### config.mk
export PLATFORM = sky130hd
export DESIGN_NAME = stack_cpu_sequencer
export DESIGN_NICKNAME = d
export VERILOG_FILES = /design/src/rtl/stack_seq_pkg.sv /design/src/rtl/seq_program_ram.sv /design/src/rtl/stack_cpu_sequencer.sv
export SDC_FILE = /design/constraint.sdc
export NUM_CORES = 1
export LEC_CHECK = 0
export BUFFER_PORTS_ARGS = -buffer_cell sky130_fd_sc_hd__buf_2
export CAP_MARGIN = 20
export CORE_MARGIN = 5
export CORE_UTILIZATION = 50
export DETAILED_ROUTE_END_ITERATION = 12
export GPL_ROUTABILITY_DRIVEN = 0
export PLACE_DENSITY = 0.78
export SLEW_MARGIN = 20
export SYNTH_ARGS = -nofsm -noshare
export SYNTH_HDL_FRONTEND = slang
export SYNTH_SLANG_ARGS = --single-unit
### constraint.sdc
create_clock -name clk -period 12 [get_ports clk]
set_input_delay 1.2 -clock clk [delete_from_list [all_inputs] [get_ports clk]]
set_output_delay 1.2 -clock clk [all_outputs]
set_load 0.05 [all_outputs]
### src/rtl/stack_seq_pkg.sv
// Shared constants for the stack calculator sequencer: FSM encoding, opcode
// values and the per-opcode execute schedule used to replay programs.
package stack_seq_pkg;

  typedef enum logic [1:0] {
    ST_IDLE  = 2'd0,
    ST_CRST  = 2'd1,
    ST_FETCH = 2'd2,
    ST_EXEC  = 2'd3
  } seq_state_e;

  localparam logic [3:0] OP_NOOP = 4'h0;
  localparam logic [3:0] OP_PUSH = 4'h1;
  localparam logic [3:0] OP_ADD  = 4'h2;
  localparam logic [3:0] OP_POP  = 4'h3;
  localparam logic [3:0] OP_SWAP = 4'h4;
  localparam logic [3:0] OP_SUB  = 4'h5;
  localparam logic [3:0] OP_PUSF = 4'h6;
  localparam logic [3:0] OP_REPL = 4'h7;
  localparam logic [3:0] OP_BINA = 4'h8;
  localparam logic [3:0] OP_MULT = 4'h9;
  localparam logic [3:0] OP_DIV  = 4'hA;
  localparam logic [3:0] OP_DUP  = 4'hB;

  function automatic logic [1:0] op_exec_cycles(input logic [3:0] op);
    case (op)
      OP_PUSH, OP_ADD, OP_SUB, OP_PUSF, OP_REPL, OP_BINA: op_exec_cycles = 2'd2;
      OP_MULT, OP_DIV:                                    op_exec_cycles = 2'd3;
      default:                                            op_exec_cycles = 2'd1;
    endcase
  endfunction

  function automatic logic op_has_operand(input logic [3:0] op);
    case (op)
      OP_PUSH, OP_PUSF, OP_REPL, OP_BINA: op_has_operand = 1'b1;
      default:                            op_has_operand = 1'b0;
    endcase
  endfunction

endpackage

### src/rtl/seq_program_ram.sv
// Nibble program store: synchronous write, asynchronous read. Contents are
// deliberately left uninitialised by reset.
module seq_program_ram #(
  parameter int DEPTH  = 32,
  parameter int ADDR_W = 5
) (
  input  logic              clk,
  input  logic              we_i,
  input  logic [ADDR_W-1:0] waddr_i,
  input  logic [3:0]        wdata_i,
  input  logic [ADDR_W-1:0] raddr_i,
  output logic [3:0]        rdata_o
);

  logic [3:0] mem_q [DEPTH];

  // Program write port
  always_ff @(posedge clk) begin
    if (we_i) begin
      mem_q[waddr_i] <= wdata_i;
    end
  end

  assign rdata_o = mem_q[raddr_i];

endmodule

### src/rtl/stack_cpu_sequencer.sv
// Replays a serially loaded nibble program into the stack core, presenting
// each opcode/operand for exactly the cycles the core's schedule samples it.
module stack_cpu_sequencer
  import stack_seq_pkg::*;
#(
  parameter int DEPTH  = 32,
  parameter int ADDR_W = 5
) (
  input  logic            clk,
  input  logic            rst,
  input  logic            load_en_i,
  input  logic [3:0]      load_data_i,
  input  logic            start_i,
  input  logic            loop_en_i,
  input  logic            stop_i,
  output logic [3:0]      cpu_inbits_o,
  output logic            cpu_rst_o,
  output logic            busy_o,
  output logic            done_o,
  output logic [ADDR_W:0] prog_len_o
);

  localparam logic [ADDR_W:0] FULL_LEN = (ADDR_W+1)'(DEPTH);
  localparam logic [ADDR_W:0] ONE      = (ADDR_W+1)'(1);

  seq_state_e      state_q, state_d;
  logic [ADDR_W:0] pc_q, pc_d, len_q, len_d, pc_inc, next_pc;
  logic [3:0]      op_q, op_d, inbits_q, inbits_d;
  logic [1:0]      cnt_q, cnt_d;
  logic            loop_q, loop_d, stop_q, stop_d, stop_pend;
  logic            crst_q, crst_d, busy_q, busy_d, done_q, done_d;
  logic            ram_we;
  logic [ADDR_W-1:0] ram_raddr;
  logic [3:0]      ram_rdata;

  seq_program_ram #(.DEPTH(DEPTH), .ADDR_W(ADDR_W)) u_ram (
    .clk     (clk),
    .we_i    (ram_we),
    .waddr_i (len_q[ADDR_W-1:0]),
    .wdata_i (load_data_i),
    .raddr_i (ram_raddr),
    .rdata_o (ram_rdata)
  );

  assign pc_inc    = pc_q + ONE;
  assign next_pc   = pc_q + {{ADDR_W{1'b0}}, op_has_operand(op_q)};
  assign stop_pend = stop_q | stop_i;

  // Next-state and next-output computation; outputs are registered with the state
  always_comb begin
    state_d   = state_q;
    pc_d      = pc_q;
    len_d     = len_q;
    op_d      = op_q;
    cnt_d     = cnt_q;
    loop_d    = loop_q;
    stop_d    = stop_q;
    inbits_d  = inbits_q;
    crst_d    = 1'b0;
    done_d    = 1'b0;
    ram_we    = 1'b0;
    ram_raddr = '0;
    case (state_q)
      ST_IDLE: begin
        inbits_d = 4'h0;
        if (load_en_i) begin
          if (len_q != FULL_LEN) begin
            ram_we = 1'b1;
            len_d  = len_q + ONE;
          end else begin
            len_d = len_q;
          end
        end else if (start_i) begin
          if (len_q != '0) begin
            state_d = ST_CRST;
            crst_d  = 1'b1;
            pc_d    = '0;
            loop_d  = loop_en_i;
            stop_d  = 1'b0;
          end else begin
            done_d = 1'b1;
          end
        end else begin
          state_d = ST_IDLE;
        end
      end
      ST_CRST: begin
        ram_raddr = '0;
        inbits_d  = ram_rdata;
        state_d   = ST_FETCH;
      end
      ST_FETCH: begin
        // The opcode is already on the output register, so the read port is free for the operand
        stop_d    = stop_pend;
        op_d      = inbits_q;
        cnt_d     = op_exec_cycles(inbits_q) - 2'd1;
        pc_d      = pc_inc;
        ram_raddr = pc_inc[ADDR_W-1:0];
        if (op_has_operand(inbits_q) && (pc_inc < len_q)) begin
          inbits_d = ram_rdata;
        end else begin
          inbits_d = 4'h0;
        end
        state_d = ST_EXEC;
      end
      ST_EXEC: begin
        stop_d = stop_pend;
        if (cnt_q != 2'd0) begin
          cnt_d = cnt_q - 2'd1;
        end else if (stop_pend) begin
          stop_d   = 1'b0;
          inbits_d = 4'h0;
          done_d   = 1'b1;
          state_d  = ST_IDLE;
        end else if (next_pc >= len_q) begin
          if (loop_q) begin
            pc_d      = '0;
            ram_raddr = '0;
            inbits_d  = ram_rdata;
            state_d   = ST_FETCH;
          end else begin
            inbits_d = 4'h0;
            done_d   = 1'b1;
            state_d  = ST_IDLE;
          end
        end else begin
          pc_d      = next_pc;
          ram_raddr = next_pc[ADDR_W-1:0];
          inbits_d  = ram_rdata;
          state_d   = ST_FETCH;
        end
      end
      default: begin
        state_d  = ST_IDLE;
        inbits_d = 4'h0;
      end
    endcase
    busy_d = (state_d != ST_IDLE);
  end

  // State and registered outputs
  always_ff @(posedge clk or posedge rst) begin
    if (rst) begin
      state_q  <= ST_IDLE;
      pc_q     <= '0;
      len_q    <= '0;
      op_q     <= 4'h0;
      cnt_q    <= 2'd0;
      loop_q   <= 1'b0;
      stop_q   <= 1'b0;
      inbits_q <= 4'h0;
      crst_q   <= 1'b0;
      busy_q   <= 1'b0;
      done_q   <= 1'b0;
    end else begin
      state_q  <= state_d;
      pc_q     <= pc_d;
      len_q    <= len_d;
      op_q     <= op_d;
      cnt_q    <= cnt_d;
      loop_q   <= loop_d;
      stop_q   <= stop_d;
      inbits_q <= inbits_d;
      crst_q   <= crst_d;
      busy_q   <= busy_d;
      done_q   <= done_d;
    end
  end

  // The core is held in reset for as long as the chip reset is asserted
  assign cpu_rst_o    = crst_q | rst;
  assign cpu_inbits_o = inbits_q;
  assign busy_o       = busy_q;
  assign done_o       = done_q;
  assign prog_len_o   = len_q;

endmodule

==> qor.txt <==
Crit path top cell by count: ha_1
Pin count of the biggest net entering global routing: 52
Die H: 132 µm
Via count: 5,023
Worst endpoint data arrival time: 5.47 ns
Top cells by count, synth: 128 x edfxtp_1, 61 x nand2_1, 54 x nor2_1
Ports: 23
DP Worst Slack: 6.55 ns
Worst hold path type: reg2reg
Seq/Total Area, Yosys: 61.6%
Tmin final: 5.16 ns
# hold bufs at CTS: 0
First-pass GRT wire length: 26,800 µm
Setup ws final: 6.84 ns
Power Density: 252 nW/µm²
Crit start category: register
Cell depth of the worst setup path: 16
Clk buf depth: 2
Critical path type: reg2reg
Main area contributors after synthesis: edfxtp_1 52%, dfrtp_1 9.8%, ha_1 4.6%
Cts repair resizes: 0
Post-DP HPWL: 11,500 µm
CORE AREA: 14,500 µm²
Setup violators final: 0
Post-CTS repair timing setup buffer count: 0
DR pass1 iterations: 5
RSZ-0062 raised after global routing: no
Synth Register Bits: 157
Number of global-route vias before repair: 4,893
Hold Slack: 0.491 ns
DIE WIDTH: 132 µm
DIE AREA: 17,400 µm²
Max-slew violations: 0
Port buffer count: 22
Sequential share of power: 34.1%
CP Data Required Time: 12.31 ns
Min-delay src: loop_q$_DFFE_PP0P_
CTS Buf Count: 17
Avg WL per Cell: 21.1 µm
Slowest cell on the critical path: or2_4
Cell row count: 44
EDFF count, synth: 128
Synth Flop Type: edfxtp_1
Worst hold path depth: 2
Fin crit share: 43.0%
Peak VDD IR: 0.000232 V
Maxcap violations: 0
Final ANT Viol Nets: 0
Final hold violation count: 0
Switching Power: 0.000833 W
Yosys warning count: 0
Critical Path Source: op_q[1]$_DFFE_PP0P_
Fmax: 194 MHz
Fin Setup TNS: 0 ns
Share of flip-flops with an asynchronous set or reset: 18.5%
Leak: 2.96 nW
Clock share of power: 24.4%
Sw frac: 40.3%
Gate power share: 41.5%
Syn_nets: 629
Clock transition at path regs: 0.06 ns
Root Driver: clkbuf_16
TritonCTS clock tree: done
Ant diodes: 0
Fin util: 56.4%
Layout cells sized above 1: 13.2%
Critical path's top delay family: simple AND/OR/NAND/NOR gates
Initial antenna violation count: 0
Post-synth top area cell: edfxtp_1
Worst slew pin tran: 0.815 ns
Syn Inst Count: 592
Max H-tree Level: 4
Cell with the most instances after synthesis: edfxtp_1
GRT overflow: 0
Crit end category: register
CTS sink cnt: 157
Syn Area/Cell: 12.5 µm²
Distinct cells, synth: 62
Area Growth Syn to Fin: 10.4%
Crit-path max cell delay: 0.64 ns
Clk_skew: 0.0104 ns
Clock Latency Late Sink: 0.42 ns
CP bufs+invs: 1
Initial Utilization: 51.0%
Crit path cell chain: or3_1, a21oi_1, ha_1, ha_1, nand3_1, xor2_1, inv_1, ha_1, nand2_2, o21ai_1, a2111oi_2, or2_4, mux4_2, and2_1, or4_1, a22o_1
Max-slew headroom: 45.7%
Initial DRC Count: 477
Internal power: 0.00123 W
Vias/cell: 6.25
Crit Path Max Fanout: 51
Final #Nets: 645
Synth top area share: 51.8%
All-layer global routing usage: 19.6%
Status: complete, no violations
Post-Syn Area: 7420 µm²
Reg2reg start: op_q[1]$_DFFE_PP0P_
Drt drc: 0
Worst reg2reg path depth: 16
Final WL: 16,900 µm
-- power by group through the flow --
| stage | Clock, W | Combinational (W) | Sequential [W] |
|---|---|---|---|
| 6_report | 0.000503 | 0.000858 | 0.000704 |
| 5_1_grt | 0.000535 | 0.000935 | 0.000712 |
| 4_1_cts | 0.000508 | 0.000842 | 0.000702 |
| 3_5_place_dp | 0 | 0.000837 | 0.000713 |
| 3_3_place_gp | 0 | 0.000809 | 0.000710 |
| 2_1_floorplan | 0 | 0.000622 | 0.000728 |
-- sequential cells by signal, summed over array words and instances (netlist names), 2 cells and up --
register,cells
prog_len_o,6
op_q,4
pc_q,6
state_q,2
cpu_inbits_o,4
cnt_q,2
u_ram.mem_q,128
-- metal layers --
| metal | part of all wire (%) | wire length [µm] | vias up | global-route usage, % |
|---|---|---|---|---|
| met5 | 0 | 0 | - | 0 |
| met4 | 1.6 | 274 | 0 | 4.80 |
| met3 | 9.3 | 1580 | 24 | 6.79 |
| met2 | 49 | 8300 | 257 | 32.6 |
| met1 | 40 | 6780 | 2471 | 24.9 |
| li1 | - | - | 2271 | - |
-- cells by family (layout without fill, tap and decap cells) --
kind of cell	count (synthesis)	count (layout)	synth area share, %
adders and majority gates	27	27	4.56
and+or+nand+nor	177	177	10.9
buffers and inverters	52	80	3.24
AOI/OAI and AO/OA	137	137	13.0
xor gates and xnor gates	13	13	1.54
DFF	157	157	61.6
muxes	29	29	5.13
-- final cells by class --
type | instances | area (µm²)
Tap cell | 184 | 230
Clock buffer | 19 | 433
Multi-Input combinational cell | 383 | 2620
Timing Repair Buffer | 26 | 140
Inverter | 23 | 86.3
Fill cell | 1177 | 6340
Sequential cell | 157 | 4570
Clock inverter | 12 | 115
-- worst min-delay path, delay by kind of cell, from the launching register on --
kind,cells,cell delay (ns)
simple gates,2,0.11
flops,1,0.35
-- through the flow --
stage	power (W)	cell area, µm²	cells
2_1_floorplan	0.00135	7420	592
3_3_place_gp	0.00152	7630	773
3_5_place_dp	0.00155	7630	773
4_1_cts	0.00205	8180	804
5_1_grt	0.00218	8190	804
6_report	0.00207	8190	804
-- cell usage in the layout (no fill, tap or decap), drive strengths merged, types with 19 or more instances in the layout --
cell type and count:
buf 26, edfxtp 128, dfrtp 29, ha 27, clkbuf 19, inv 27
nor2 54, a21oi 35, nand3 20, nand2 62
-- final timing paths --
path	to	slack, ns
min in group asynchronous	busy_o$_DFF_PP0_	0.87
min reg2reg	loop_q$_DFFE_PP0P_	0.49
max	cpu_inbits_o[0]$_DFFE_PP0P_	6.84
min	loop_q$_DFFE_PP0P_	0.49
max reg2reg	cpu_inbits_o[0]$_DFFE_PP0P_	6.84
max in group asynchronous	pc_q[0]$_DFFE_PP0P_	10.71
No activity file was read; power rests on OpenSTA's default activity.
